$ cat config.mk
export PLATFORM = sky130hd
export DESIGN_NAME = keypad_scanner
export DESIGN_NICKNAME = d
export VERILOG_FILES = /design/src/rtl/keypad_scanner.sv
export SDC_FILE = /design/constraint.sdc
export NUM_CORES = 1
export LEC_CHECK = 0
export ABC_CLOCK_PERIOD_IN_PS = 2300
export BUFFER_PORTS_ARGS = -buffer_cell sky130_fd_sc_hd__buf_4
export CAP_MARGIN = 20
export CORE_MARGIN = 5
export CORE_UTILIZATION = 60
export DETAILED_ROUTE_END_ITERATION = 8
export GPL_TIMING_DRIVEN = 0
export PLACE_DENSITY = 0.86
export SLEW_MARGIN = 20
export SYNTH_ARGS = -nofsm -noshare
export SYNTH_HDL_FRONTEND = slang
export SYNTH_SLANG_ARGS = --single-unit
$ cat constraint.sdc
create_clock -name clk -period 2.3 [get_ports clk]
set_input_delay 0.345 -clock clk [delete_from_list [all_inputs] [get_ports clk]]
set_output_delay 0.345 -clock clk [all_outputs]
set_load 0.03 [all_outputs]
$ cat src/rtl/keypad_scanner.sv
// 4x4 active-low matrix keypad scanner with press/release debounce and one-cycle key strobe.
// Optional auto-repeat while a key is held: define KEYPAD_REPEAT_EN.
module keypad_scanner #(
   parameter int unsigned SCAN_CYCLES     = 24000,
   parameter int unsigned DEBOUNCE_CYCLES = 480000,
   parameter int unsigned REPEAT_CYCLES   = 12000000
) (
   input  logic       clk,
   input  logic       reset_n,
   input  logic [3:0] row,
   output logic [3:0] col,
   output logic [3:0] key,
   output logic       key_valid,
   output logic       key_held
);

   localparam int unsigned MaxSd  = (SCAN_CYCLES > DEBOUNCE_CYCLES) ? SCAN_CYCLES
                                                                    : DEBOUNCE_CYCLES;
   localparam int unsigned MaxCyc = (MaxSd > REPEAT_CYCLES) ? MaxSd : REPEAT_CYCLES;
   localparam int unsigned CntW   = $clog2(MaxCyc) + 1;

   localparam logic [CntW-1:0] ScanLast = CntW'(SCAN_CYCLES - 1);
   localparam logic [CntW-1:0] DebLast  = CntW'(DEBOUNCE_CYCLES - 1);

   typedef enum logic [1:0] {StScan, StDbPress, StHeld, StDbRel} state_e;

   state_e          state_q, state_d;
   logic [1:0]      c_q, c_d;
   logic [1:0]      r_q, r_d;
   logic [CntW-1:0] cnt_q, cnt_d;
   logic [CntW-1:0] cnt_inc;
   logic [3:0]      key_q, key_d;
   logic            kv_q, kv_d;
   logic [3:0]      row_m_q, row_s_q;
   logic [1:0]      low_row;
   logic            row_low;
   logic            rpt_fire;

   function automatic logic [3:0] key_code(input logic [1:0] r, input logic [1:0] c);
      logic [3:0] code;
      case ({r, c})
         4'h0: code = 4'h1;
         4'h1: code = 4'h2;
         4'h2: code = 4'h3;
         4'h3: code = 4'hA;
         4'h4: code = 4'h4;
         4'h5: code = 4'h5;
         4'h6: code = 4'h6;
         4'h7: code = 4'hB;
         4'h8: code = 4'h7;
         4'h9: code = 4'h8;
         4'hA: code = 4'h9;
         4'hB: code = 4'hC;
         4'hC: code = 4'hE;
         4'hD: code = 4'h0;
         4'hE: code = 4'hF;
         default: code = 4'hD;
      endcase
      return code;
   endfunction

   always_ff @(posedge clk) begin
      if (!reset_n) begin
         row_m_q <= 4'hF;
         row_s_q <= 4'hF;
      end else begin
         row_m_q <= row;
         row_s_q <= row_m_q;
      end
   end

   always_comb begin
      low_row = 2'd3;
      if (!row_s_q[0])      low_row = 2'd0;
      else if (!row_s_q[1]) low_row = 2'd1;
      else if (!row_s_q[2]) low_row = 2'd2;
   end

   assign row_low = ~row_s_q[r_q];
   assign cnt_inc = (cnt_q == {CntW{1'b1}}) ? cnt_q : cnt_q + 1'b1;

`ifdef KEYPAD_REPEAT_EN
   localparam logic [CntW-1:0] RptLast = CntW'(REPEAT_CYCLES - 1);

   logic [CntW-1:0] rpt_q, rpt_d;

   assign rpt_fire = (state_q == StHeld) && row_low && (rpt_q == RptLast);

   // Counts only across consecutive HELD cycles; any entry into or exit from HELD clears it.
   always_comb begin
      rpt_d = '0;
      if (state_q == StHeld && state_d == StHeld) begin
         if (rpt_fire)                       rpt_d = '0;
         else if (rpt_q == {CntW{1'b1}})     rpt_d = rpt_q;
         else                                rpt_d = rpt_q + 1'b1;
      end
   end

   always_ff @(posedge clk) begin
      if (!reset_n) rpt_q <= '0;
      else          rpt_q <= rpt_d;
   end
`else
   assign rpt_fire = 1'b0;
`endif

   always_comb begin
      state_d = state_q;
      c_d     = c_q;
      r_d     = r_q;
      cnt_d   = cnt_q;
      key_d   = key_q;
      kv_d    = 1'b0;
      case (state_q)
         StScan: begin
            if (cnt_q == ScanLast) begin
               cnt_d = '0;
               if (row_s_q != 4'hF) begin
                  r_d     = low_row;
                  state_d = StDbPress;
               end else begin
                  c_d = c_q + 2'd1;
               end
            end else begin
               cnt_d = cnt_inc;
            end
         end
         StDbPress: begin
            if (!row_low) begin
               state_d = StScan;
               cnt_d   = '0;
            end else if (cnt_q == DebLast) begin
               key_d   = key_code(r_q, c_q);
               kv_d    = 1'b1;
               cnt_d   = '0;
               state_d = StHeld;
            end else begin
               cnt_d = cnt_inc;
            end
         end
         StHeld: begin
            if (!row_low) begin
               cnt_d   = '0;
               state_d = StDbRel;
            end else if (rpt_fire) begin
               kv_d = 1'b1;
            end
         end
         StDbRel: begin
            if (row_low) begin
               state_d = StHeld;
            end else if (cnt_q == DebLast) begin
               cnt_d   = '0;
               c_d     = c_q + 2'd1;
               state_d = StScan;
            end else begin
               cnt_d = cnt_inc;
            end
         end
         default: begin
            state_d = StScan;
            cnt_d   = '0;
         end
      endcase
   end

   always_ff @(posedge clk) begin
      if (!reset_n) begin
         state_q <= StScan;
         c_q     <= 2'd0;
         r_q     <= 2'd0;
         cnt_q   <= '0;
         key_q   <= 4'h0;
         kv_q    <= 1'b0;
      end else begin
         state_q <= state_d;
         c_q     <= c_d;
         r_q     <= r_d;
         cnt_q   <= cnt_d;
         key_q   <= key_d;
         kv_q    <= kv_d;
      end
   end

   assign col       = ~(4'b0001 << c_q);
   assign key       = key_q;
   assign key_valid = kv_q;
   assign key_held  = (state_q == StHeld) || (state_q == StDbRel);

endmodule

==> key figures <==
Run status
  – Status: complete, no violations

Floorplan
  – DIE HEIGHT: around 73 um
  – Core footprint: 3943 um^2
  – Effective utilization at floorplan: 60.84%
  – I/O pin count: 16
  – Total die area: 5362 um^2
  – Core Rows: 23
  – X dimension of the die: 73.23 um

Synthesis
  – Number of unique standard cell types used by synthesis: 53
  – Synthesized net count: 279
  – Number of standard cells after synthesis: 266
  – Share of synthesized area occupied by flip-flops and latches: 36.72%
  – Area leader, netlist: dfxtp_1
  – Proportion of synthesized flip-flops having asynchronous set or reset: 0%
  – Post-synth design cell area: 2399 um^2
  – Number of synthesized register bits: 44
  – Biggest area contributors in the synthesized netlist: dfxtp_1 37%, a21oi_2 4.0%, and4_1 3.7%
  – Mean instance size in the synthesized netlist: around 9 um^2
  – Main synth FF type: dfxtp_1
  – Number of enable flip-flop cells after synthesis: 0
  – Count of synthesis-stage warnings from yosys: 0
  – Fraction of post-synthesis cell area in the top cell type by area: between 30% and 40%

Route
  – DR WL/cell: 15.60 um
  – Routed wire length: between 5000 and 6000 um
  – 1st-pass router iterations: 5
  – Vias per cell: 6.165
  – Sum of met2 wire segment lengths after detailed routing: about 2600 um
  – Residual DRC count: 0
  – Top Metal Used: met4
  – Via count: 2090
  – First-iteration detailed-routing DRC count: 186
  – ANT nets after route: 0
  – DR WL met3: 293 um
  – Post-route met1 wirelength: around 2300 um

Placement
  – Port Buffer Count: 15
  – Post-Place Worst Slack: ~43 ps
  – Detail Placement HPWL: 3791 um
  – Gpl congestion: between 0.9 and 1

Layout
  – Post-layout net count: 301
  – Layout overhead on the synthesized area: 12.94%
  – Layout cell share with drive strength beyond 1: 22.84%
  – ANT cells: 0

Clocking
  – Count of clock tree sinks: 44
  – Max H-tree Level: 2
  – Clock tree from TritonCTS: built
  – Clock insertion delay at the later pin of the skew report: 310 ps
  – CTS max path bufs: 2
  – Clock-pin slew of the registers on the worst-case setup and hold paths: 90 ps
  – Number of clock buffers inserted by TritonCTS: 5
  – CTS hold repair buffers: 0
  – Clock root buffer master: clkbuf_8

Run
  – Number of maximum-capacitance violations: 0

GRT
  – First-pass GRT wire length: 9142 um
  – Largest net degree at the start of global routing: 16
  – Gr ovfl total: 0
  – Antenna violations before repair: 0
  – All-layer global routing usage: 21.56%
  – Via count of the first global-routing pass: 2036

Worst setup path
  – Max Fanout on Critical Path: 9
  – Required arrival time at the worst endpoint: 2530 ps
  – Nature of the critical path startpoint: flip-flop
  – Crit. End Element: flip-flop
  – Signal arrival time at the worst endpoint: 2440 ps
  – Worst setup path startpoint: cnt_q[0]
  – WS Path Type: reg -> reg
  – Worst r2r src: cnt_q[0]

Min path
  – Path type of the worst min-delay path: in -> reg
  – Beginning of the worst hold path: row[0]

Timing
  – Actual slew at the worst max-slew pin: about 540 ps
  – Unrepaired setup endpoints after global routing: false
  – Crit path setup slack, layout: between 80 and 90 ps
  – Final worst path period share: a little over nine tenths
  – Max Transition Viols Final: 0
  – Aggregate negative setup slack: 0 ps
  – Achievable frequency: 0.4517 GHz
  – Tightest slew margin relative to the limit: 62.95%
  – Worst clock skew: 5.245 ps
  – Number of failing setup endpoints in the final timing report: 0
  – Hold Fails Final Rpt: 0
  – Final critical-path required period: 2214 ps

Power and ir drop
  – IR drop worst, VDD: 0.3532 mV
  – Leakage power summed over all cells: 0.0009645 uW
  – Pwr dens: 534.2 nW/um^2
==> critical path, stage by stage (launching register included) <==
cell	delay (ps)
dfxtp_1	350
ha_2	210
and3_2	250
and4_1	180
buf_4	160
a2111o_1	460
or3_1	340
a21oi_1	180
==> cells in the final DEF, fill, tap and decap left out, drive strengths merged, types with 3 or more instances in the layout <==
cell / instances
inv: 14
xnor2: 6
mux2i: 5
or4: 5
nand3: 11
and4: 10
or3: 12
nand2b: 9
a21oi: 21
buf: 24
nand4: 7
nor2: 22
o21ai: 16
clkbuf: 7
nor3: 3
nand2: 16
ha: 7
o31ai: 4
or2: 3
dfxtp: 44
and3: 7
==> cells by family (layout without fill, tap and decap cells) <==
family | count (synthesis) | in the layout | synth area share [%]
AND/OR/NAND/NOR | 118 | 118 | 29.42
AO/OA/AOI/OAI | 57 | 57 | 17.79
flip-flops | 44 | 44 | 36.72
buffers and inverters | 25 | 48 | 5.269
multiplexers | 8 | 8 | 4.591
adder cells (fa/ha/maj) | 7 | 7 | 3.651
XOR/XNOR | 7 | 7 | 2.556
==> layer usage <==
metal  vias up  track usage, %
met4         0           10.45
met2        63           35.05
li1       1023               -
met3        13           4.545
met1       991           26.94
met5         -               0
==> where the power goes <==
part,internal [uW],switching (uW),total [uW]
logic,23.3,31.0,54.3
registers,772,7.71,780
clock network,327,286,613
==> registers in the layout (all words and copies together), names as in the netlist, named ones only <==
signal / flops
r_q: 2
c_q: 2
row_m_q: 4
state_q: 1
key_valid: 1
row_s_q: 4
cnt_q: 25
key: 4
==> metrics by stage <==
stage                     instances  utilization (%)  power [uW]  hold WS (ps)  area, um^2
after CTS                       339            68.20        1455         209.5        2689
after global placement          331            65.28       848.9         387.5        2574
after floorplan                 266                -       833.2         386.3        2399
final                           339            68.71        1447         212.1        2709
after detailed placement        331            65.28       852.0         391.6        2574
after global routing            339            68.71        1488         212.4        2709
==> cell type report <==
type,count,area (um^2)
multi-input cells,197,1411
well taps,50,62.56
fillers,319,1234
plain buffers,11,73.82
flip-flops and latches,44,880.8
clock inverters,3,46.29
inverters,14,52.55
clock buffers,5,68.82
repair buffers,15,112.6
==> final timing paths <==
path / to / slack, ps / cells past startpoint
worst min register to register: row_s_q[0] / 410 / 1
worst max register to register: cnt_q[17] / 90 / 7
worst min-delay path: row_m_q[0] / 210 / 2
worst max-delay path: cnt_q[17] / 90 / 7
==> cells in the mapped netlist, types with 2 or more instances <==
library cell	instances
nor2_1	13
o31ai_1	4
nand4_1	7
or3_1	12
nor2_2	9
nor3_1	3
dfxtp_1	44
and3_1	7
nand3_1	11
nor4bb_1	2
nor4_1	2
mux2i_1	5
and4_1	10
a21oi_2	11
ha_1	7
nor3b_1	2
or2_2	2
a21oi_1	10
buf_6	3
nand2b_1	9
a211oi_1	2
buf_2	5
inv_1	13
and2_1	2
nor4b_1	2
nand2_1	16
clkbuf_1	2
or4_1	5
xnor2_1	6
o21ai_0	16
a2111oi_0	2
==> timing repair <==
item,in CTS,in global routing
buffers inserted,0,0
setup endpoints to repair,0,25
resized for setup,0,5
Power figures use the tool's default switching activity.
